==> src/rtl/fsk_frame_ctrl.sv <==
// Transmit frame sequencer: sync pattern, coded word, gap bits, sent MSB-first at BIT_DIV clocks per bit.
// Define FSK_PARITY_EN to insert an even-parity bit after the data field.
module fsk_frame_ctrl #(
  parameter int                WORD_W       = 12,
  parameter int                SYNC_W       = 8,
  parameter logic [SYNC_W-1:0] SYNC_PATTERN = 8'hA5,
  parameter int                BIT_DIV      = 16,
  parameter int                GAP_BITS     = 2
) (
  input  logic              clk,
  input  logic              reset,
  input  logic [WORD_W-1:0] word_in,
  input  logic              word_valid,
  output logic              word_ready,
  output logic              tx_bit,
  output logic              bit_strobe,
  output logic              frame_start,
  output logic              tx_active
);

`ifdef FSK_PARITY_EN
  localparam int PAR_BITS = 1;
`else
  localparam int PAR_BITS = 0;
`endif
  // The sync MSB goes straight into r_tx_bit on load, so the shifter holds only what follows it.
  localparam int SH_W     = SYNC_W - 1 + WORD_W + PAR_BITS;
  localparam int MAX_BITS = (WORD_W > SYNC_W) ? ((WORD_W > GAP_BITS) ? WORD_W : GAP_BITS)
                                              : ((SYNC_W > GAP_BITS) ? SYNC_W : GAP_BITS);
  localparam int BC_W     = $clog2(MAX_BITS + 1);
  localparam int DIV_W    = $clog2(BIT_DIV);

  localparam logic [DIV_W-1:0] DIV_LAST  = DIV_W'(BIT_DIV - 1);
  localparam logic [BC_W-1:0]  SYNC_LAST = BC_W'(SYNC_W - 1);
  localparam logic [BC_W-1:0]  WORD_LAST = BC_W'(WORD_W - 1);
  localparam logic [BC_W-1:0]  GAP_LAST  = BC_W'(GAP_BITS - 1);

  typedef enum logic [2:0] {S_IDLE, S_SYNC, S_DATA, S_PAR, S_GAP} state_t;

  state_t            r_state;
  state_t            w_next_state;
  logic [DIV_W-1:0]  r_div_cnt;
  logic [BC_W-1:0]   r_bit_cnt;
  logic              r_hold_full;
  logic [WORD_W-1:0] r_hold;
  logic [SH_W-1:0]   r_shift;
  logic              r_tx_bit;
  logic              w_bit_end;
  logic              w_state_last;
  logic              w_load;
  logic              w_accept;

  assign w_bit_end = (r_state != S_IDLE) && (r_div_cnt == DIV_LAST);
  assign w_accept  = word_valid && !r_hold_full;
  assign w_load    = (w_next_state == S_SYNC) && (r_state != S_SYNC);

  always_comb begin
    w_state_last = 1'b0;
    case (r_state)
      S_SYNC:  w_state_last = (r_bit_cnt == SYNC_LAST);
      S_DATA:  w_state_last = (r_bit_cnt == WORD_LAST);
      S_PAR:   w_state_last = 1'b1;
      S_GAP:   w_state_last = (r_bit_cnt == GAP_LAST);
      default: w_state_last = 1'b0;
    endcase
  end

  // State register and control counters
  always_ff @(posedge clk or posedge reset) begin
    if (reset) begin
      r_state     <= S_IDLE;
      r_div_cnt   <= '0;
      r_bit_cnt   <= '0;
      r_hold_full <= 1'b0;
      r_tx_bit    <= 1'b1;
    end else begin
      r_state <= w_next_state;
      if (r_state == S_IDLE || w_bit_end) r_div_cnt <= '0;
      else                                r_div_cnt <= r_div_cnt + DIV_W'(1);
      if (w_next_state != r_state) r_bit_cnt <= '0;
      else if (w_bit_end)          r_bit_cnt <= r_bit_cnt + BC_W'(1);
      if (w_load)        r_hold_full <= 1'b0;
      else if (w_accept) r_hold_full <= 1'b1;
      if (w_load)
        r_tx_bit <= SYNC_PATTERN[SYNC_W-1];
      else if (w_bit_end)
        r_tx_bit <= (w_next_state == S_GAP || w_next_state == S_IDLE) ? 1'b1 : r_shift[SH_W-1];
    end
  end

  // Data path: holding register and frame shifter carry no reset
  always_ff @(posedge clk) begin
    if (w_accept) r_hold <= word_in;
    if (w_load) begin
`ifdef FSK_PARITY_EN
      r_shift <= {SYNC_PATTERN[SYNC_W-2:0], r_hold, ^r_hold};
`else
      r_shift <= {SYNC_PATTERN[SYNC_W-2:0], r_hold};
`endif
    end else if (w_bit_end) begin
      r_shift <= {r_shift[SH_W-2:0], 1'b1};
    end
  end

  always_comb begin
    w_next_state = r_state;
    case (r_state)
      S_IDLE: if (r_hold_full) w_next_state = S_SYNC;
      S_SYNC: if (w_bit_end && w_state_last) w_next_state = S_DATA;
`ifdef FSK_PARITY_EN
      S_DATA: if (w_bit_end && w_state_last) w_next_state = S_PAR;
`else
      S_DATA: if (w_bit_end && w_state_last) w_next_state = S_GAP;
`endif
      S_PAR:  if (w_bit_end) w_next_state = S_GAP;
      S_GAP:  if (w_bit_end && w_state_last) w_next_state = r_hold_full ? S_SYNC : S_IDLE;
      default: w_next_state = S_IDLE;
    endcase
  end

  always_comb begin
    word_ready  = !r_hold_full;
    tx_bit      = r_tx_bit;
    tx_active   = (r_state != S_IDLE);
    bit_strobe  = (r_state != S_IDLE) && (r_div_cnt == '0);
    frame_start = (r_state == S_SYNC) && (r_bit_cnt == '0) && (r_div_cnt == '0);
  end

endmodule
==> config.mk <==
export PLATFORM = sky130hd
export DESIGN_NAME = fsk_frame_ctrl
export DESIGN_NICKNAME = d
export VERILOG_FILES = /design/src/rtl/fsk_frame_ctrl.sv
export SDC_FILE = /design/constraint.sdc
export NUM_CORES = 1
export LEC_CHECK = 0
export CAP_MARGIN = 20
export CORE_MARGIN = 2
export CORE_UTILIZATION = 37
export CTS_CLUSTER_SIZE = 25
export DETAILED_ROUTE_END_ITERATION = 6
export GPL_TIMING_DRIVEN = 0
export PLACE_DENSITY_LB_ADDON = 0.25
export SETUP_SLACK_MARGIN = 0.05
export SLEW_MARGIN = 10
export SYNTH_ARGS = -nofsm -noshare
export SYNTH_HDL_FRONTEND = slang
export SYNTH_SLANG_ARGS = --single-unit
==> constraint.sdc <==
create_clock -name clk -period 6.1 [get_ports clk]
set_clock_uncertainty 0.1 [all_clocks]
set_input_delay 0.915 -clock clk [delete_from_list [all_inputs] [get_ports clk]]
set_output_delay 0.915 -clock clk [all_outputs]
set_load 0.1 [all_outputs]
# Word-level counts from Yosys, hierarchy flattened
# Index checks and enable logic that the tools add are counted.
[word_totals]
ff_bits = 44
input_bits = 15
output_inout_bits = 5
word_cells = 58
[op_classes]
addsub = 2
eq_ne = 12
muxes = 18
n_reduce_logical = 18
[ops]
columns = ["operator", "count"]
rows = [
  ["$mux 12", 2],
  ["$mux 3", 5],
  ["$pmux 3 s5", 1],
  ["$mux 4", 3],
  ["$add 4x1->4 const B", 2],
  ["$eq 4x4->1 const B", 2],
  ["$logic_not 4->1", 2],
  ["$logic_and 1x1->1", 7],
  ["$eq 3x1->1 const B", 2],
  ["$eq 3x2->1 const B", 2],
  ["$eq 3x3->1 const B", 2],
  ["$logic_not 3->1", 2],
  ["$mux 1", 6],
  ["$reduce_bool 2->1", 3],
  ["$eq 4x1->1 const B", 1],
  ["$eq 4x3->1 const B", 1],
  ["$pmux 1 s4", 1],
  ["$ne 3x1->1 const B", 1],
  ["$ne 3x3->1", 1],
  ["$reduce_bool 3->1", 1],
  ["$logic_or 1x1->1", 2],
  ["$logic_not 1->1", 1],
]

# Longest topological paths before layout
[depth]
depth_word = 10
ltp_mapped = 8
mapped_depth_nobuf = 6

# Worst setup path before layout
# OpenSTA, ideal clock, no wires.
[synth_timing]
path_kind = "flip-flop to output port"
from = "register r_state[2]"
to = "output frame_start"
t_arrival_ns = 4.047
t_required_ns = 5.085
path_slack_ns = 1.038
path_stages_with_launch = 5
path_buffers = 1
cell_sequence = "dfrtp_1 buf_2 nor3b_1 nand3_1 nor4b_1"
[synth_via]
elab_chain_cells = 3
[synth_lines]
columns = ["element", "line_no", "text"]
rows = [
  ["start, declared", "40", "state_t r_state;"],
  ["start signal, assigned", "77", "r_state <= w_next_state;"],
  ["$eq 3x1->1", "126", "frame_start = (r_state == S_SYNC) && (r_bit_cnt == '0) && (r_div_cnt == '0);"],
  ["$logic_and 1x1->1 (2 in series)", "126", ""],
  ["end, declared", "17", "output logic frame_start,"],
]
# Every way passes these cells.

# Worst setup path after layout
# Ends and elaborated chain as after synthesis.

==> results.tsv <==
metric	value	unit
Slew Limit Fails	0	
first-pass GRT wire length	6.04	mm
Cell Area, Synth	2010	um2
CTS Buffer Depth	2	
post-cts resize count	0	
CTS tree	done	
Die H	77.7	um
VDD IR max	0.000184	V
element type at the critical path end	primary output	
final WL	3.40	mm
initial antenna violation count	0	
Slew @ Worst Pin	0.970	ns
#FFs+latches synth	44	
die width	77.7	um
Vias	1267	
HPWL after DPL	2.37	mm
Worst Min Path Start	r_shift[12]	
clock sinks	44	
# rows	26	
Placed Instances	252	
Nets	209	
Area Growth Syn to Fin	20.0	%
total power	938	uW
Crit-path slowest cell	clkdlybuf4s50_1	
setup slack after placement	2.59	ns
TritonRoute pass-1 iters	4	
Worst-path clk slew	0.08	ns
TNS Setup	0	ns
Initial Utilization	38.8	%
fin crit period	3.91	ns
largest stage delay on the critical path	1.18	ns
Pwr per Cell Area	389	nW/um2
remaining antenna violation count after routing	0	
crit path cell chain	buf_2, nor3b_1, nand3_1, nor4b_1, clkdlybuf4s50_1	
Post-Syn Instances	163	
TritonCTS Buffers	5	
worst hold stages	2	
Remaining DRCs	0	
Startpoint Class	register	
Final GP Congestion	0.810	
Crit Reg-Reg Endpoint	r_shift[11]	
Warnings, synthesis	0	
worst min path class	reg -> reg	
share of layout cells above drive strength 1	17.3	%
RSZ-0062 raised after global routing	false	
CTS H-Tree Depth	2	
Worst Setup Path Type	reg -> out	
Max Cap Viol	0	
Reg2Reg Setup Slack	3.64	ns
setup bufs post-CTS	0	
Required @ worst endpoint	5.08	ns
sequential share of the synthesized area	59.1	%
largest net degree at the start of global routing	14	
fillcell total	458	
# hold bufs at CTS	0	
Crit Path Max Fanout	10	
root buf cell	clkbuf_8	
WHS	0.366	ns
WP data arrival	2.89	ns
setup violators final	0	
Slew headroom	35.1	%
ant diodes	0	
crit path from	r_state[2]	
fin cells	261	
setup ws final	2.19	ns
IO buf count	19	
Core Region	5170	um2
clk_lat worst skew	0.29	ns
Fin. Hold Viols	0	
Period Utilization, post-route	64.0	%
Synth Net Count	182	
status	finished, final reports clean	
Via density	4.85	
Reg area	1190	um2
hold path endpoint	r_shift[13]	
area of the multi-input gates	741	um2
DR WL/cell	13.0	um
I/O pin total	20	
Mapped Avg Cell Area	12.3	um2
R2R cell count	6	
drt first-iter violations	89	
Leakage	0.968	nW
gr ovfl total	0	
die area	6030	um2
reg2reg start	r_div_cnt[0]	
number of library cell types mapped by synthesis	42	
Total GRT Usage	12.7	%
vias in the first global route	1300	
f_max	256	MHz
## cells in the mapped netlist
master,number,area share [%]
ha_1,4,2.5
or2_1,1,0.31
mux2_2,3,1.7
o41ai_2,1,0.81
nand2b_4,1,0.69
mux2i_1,1,0.50
nand3_2,1,0.50
nor3_1,6,1.5
dfrtp_1,12,15
o21a_1,1,0.37
edfxtp_1,24,36
or3b_2,1,0.44
a21boi_0,5,1.9
buf_2,4,1.0
a2bb2oi_1,1,0.44
nor4b_1,1,0.44
buf_6,2,1.1
xor2_1,2,0.87
o31ai_1,1,0.37
nand3_4,1,0.87
a41oi_1,2,0.87
clkbuf_1,1,0.19
nand2b_1,3,0.93
nor2b_1,3,0.93
dfstp_2,1,1.3
o41ai_1,1,0.44
nand3b_1,1,0.37
nor2_1,7,1.3
nor3_2,1,0.50
and3_1,2,0.62
inv_1,9,1.7
mux2_4,8,6.0
dfxtp_1,7,7.0
and3b_1,1,0.44
xnor2_1,4,1.7
a21oi_1,2,0.50
or2_2,1,0.31
nand2_1,22,4.1
or3_1,1,0.31
nand3_1,9,2.2
o21ai_0,3,0.75
nor3b_1,1,0.37
## placed cells by master, fill, tap and decap left out, types with 2 or more instances in the layout
| master | n |
|---|---|
| buf_6 | 2 |
| nor2_1 | 7 |
| nor2b_1 | 3 |
| a21boi_0 | 5 |
| clkbuf_8 | 6 |
| mux2_2 | 3 |
| inv_1 | 9 |
| nand2_1 | 22 |
| o21ai_0 | 3 |
| edfxtp_1 | 24 |
| clkdlybuf4s50_1 | 19 |
| dfrtp_1 | 12 |
| dfxtp_1 | 7 |
| nand2b_1 | 3 |
| nand3_1 | 9 |
| xnor2_1 | 4 |
| a21oi_1 | 2 |
| and3_1 | 2 |
| mux2_4 | 8 |
| ha_1 | 4 |
| nor3_1 | 6 |
| buf_2 | 4 |
| xor2_1 | 2 |
| a41oi_1 | 2 |
## worst max-delay path, delay by kind of cell (launching register included)
family / cells / cell delay [ns]
buf+inv: 2 / 1.36
flops: 1 / 0.38
simple gates: 3 / 0.85
## flip-flops by register name, indices dropped and copies added, names as in the netlist
name         count
r_hold_full      1
r_div_cnt        4
r_shift         19
r_state          3
tx_bit           1
r_hold          12
r_bit_cnt        4
## how the worst max path moves through the flow
| stage | to | slack [ns] |
|---|---|---|
| 2_1_floorplan | frame_start | 1.04 |
| 3_3_place_gp | frame_start | 2.60 |
| 3_5_place_dp | frame_start | 2.59 |
| 4_1_cts | frame_start | 2.18 |
| 5_1_grt | frame_start | 2.02 |
| 6_report | frame_start | 2.19 |
## layer usage
| layer | routed length, um | GRT usage (%) | vias up |
|---|---|---|---|
| li1 | - | - | 625 |
| met1 | 1580 | 15.9 | 608 |
| met2 | 1650 | 20.5 | 32 |
| met3 | 137 | 4.19 | 2 |
| met4 | 23 | 4.29 | 0 |
| met5 | 0 | 0 | - |
## kinds of logic (layout without fill, tap and decap cells)
logic type	after synthesis	after routing	share of synthesized area (%)
compound gates	17	17	6.42
flops	44	44	59.1
fa+ha+maj	4	4	2.49
mux	12	12	8.16
simple gates	64	64	17.2
buf+inv	16	44	3.99
xor+xnor	6	6	2.62
## report_power, final
part / internal (mW) / total, mW / switching, mW / leakage, nW
logic: 0.105 / 0.280 / 0.175 / 0.474
registers: 0.387 / 0.430 / 0.0439 / 0.435
clock network: 0.132 / 0.227 / 0.0949 / 0.0588
total: 0.624 / 0.938 / 0.314 / 0.968
## area by class of cell
class | instances | share of cell area [%]
Sequential cell | 44 | 49.3
Multi-Input combinational cell | 103 | 30.7
Timing Repair Buffer | 20 | 8.20
Tap cell | 70 | 3.63
Clock buffer | 6 | 3.43
Buffer | 7 | 1.92
Clock inverter | 2 | 1.40
Inverter | 9 | 1.40
## through the flow
step / area (um2) / util (%)
2_1_floorplan: 2010 / -
3_3_place_gp: 2290 / 44.2
3_5_place_dp: 2290 / 44.2
4_1_cts: 2400 / 46.4
5_1_grt: 2410 / 46.6
6_report: 2410 / 46.6
Power figures use the tool's default switching activity.
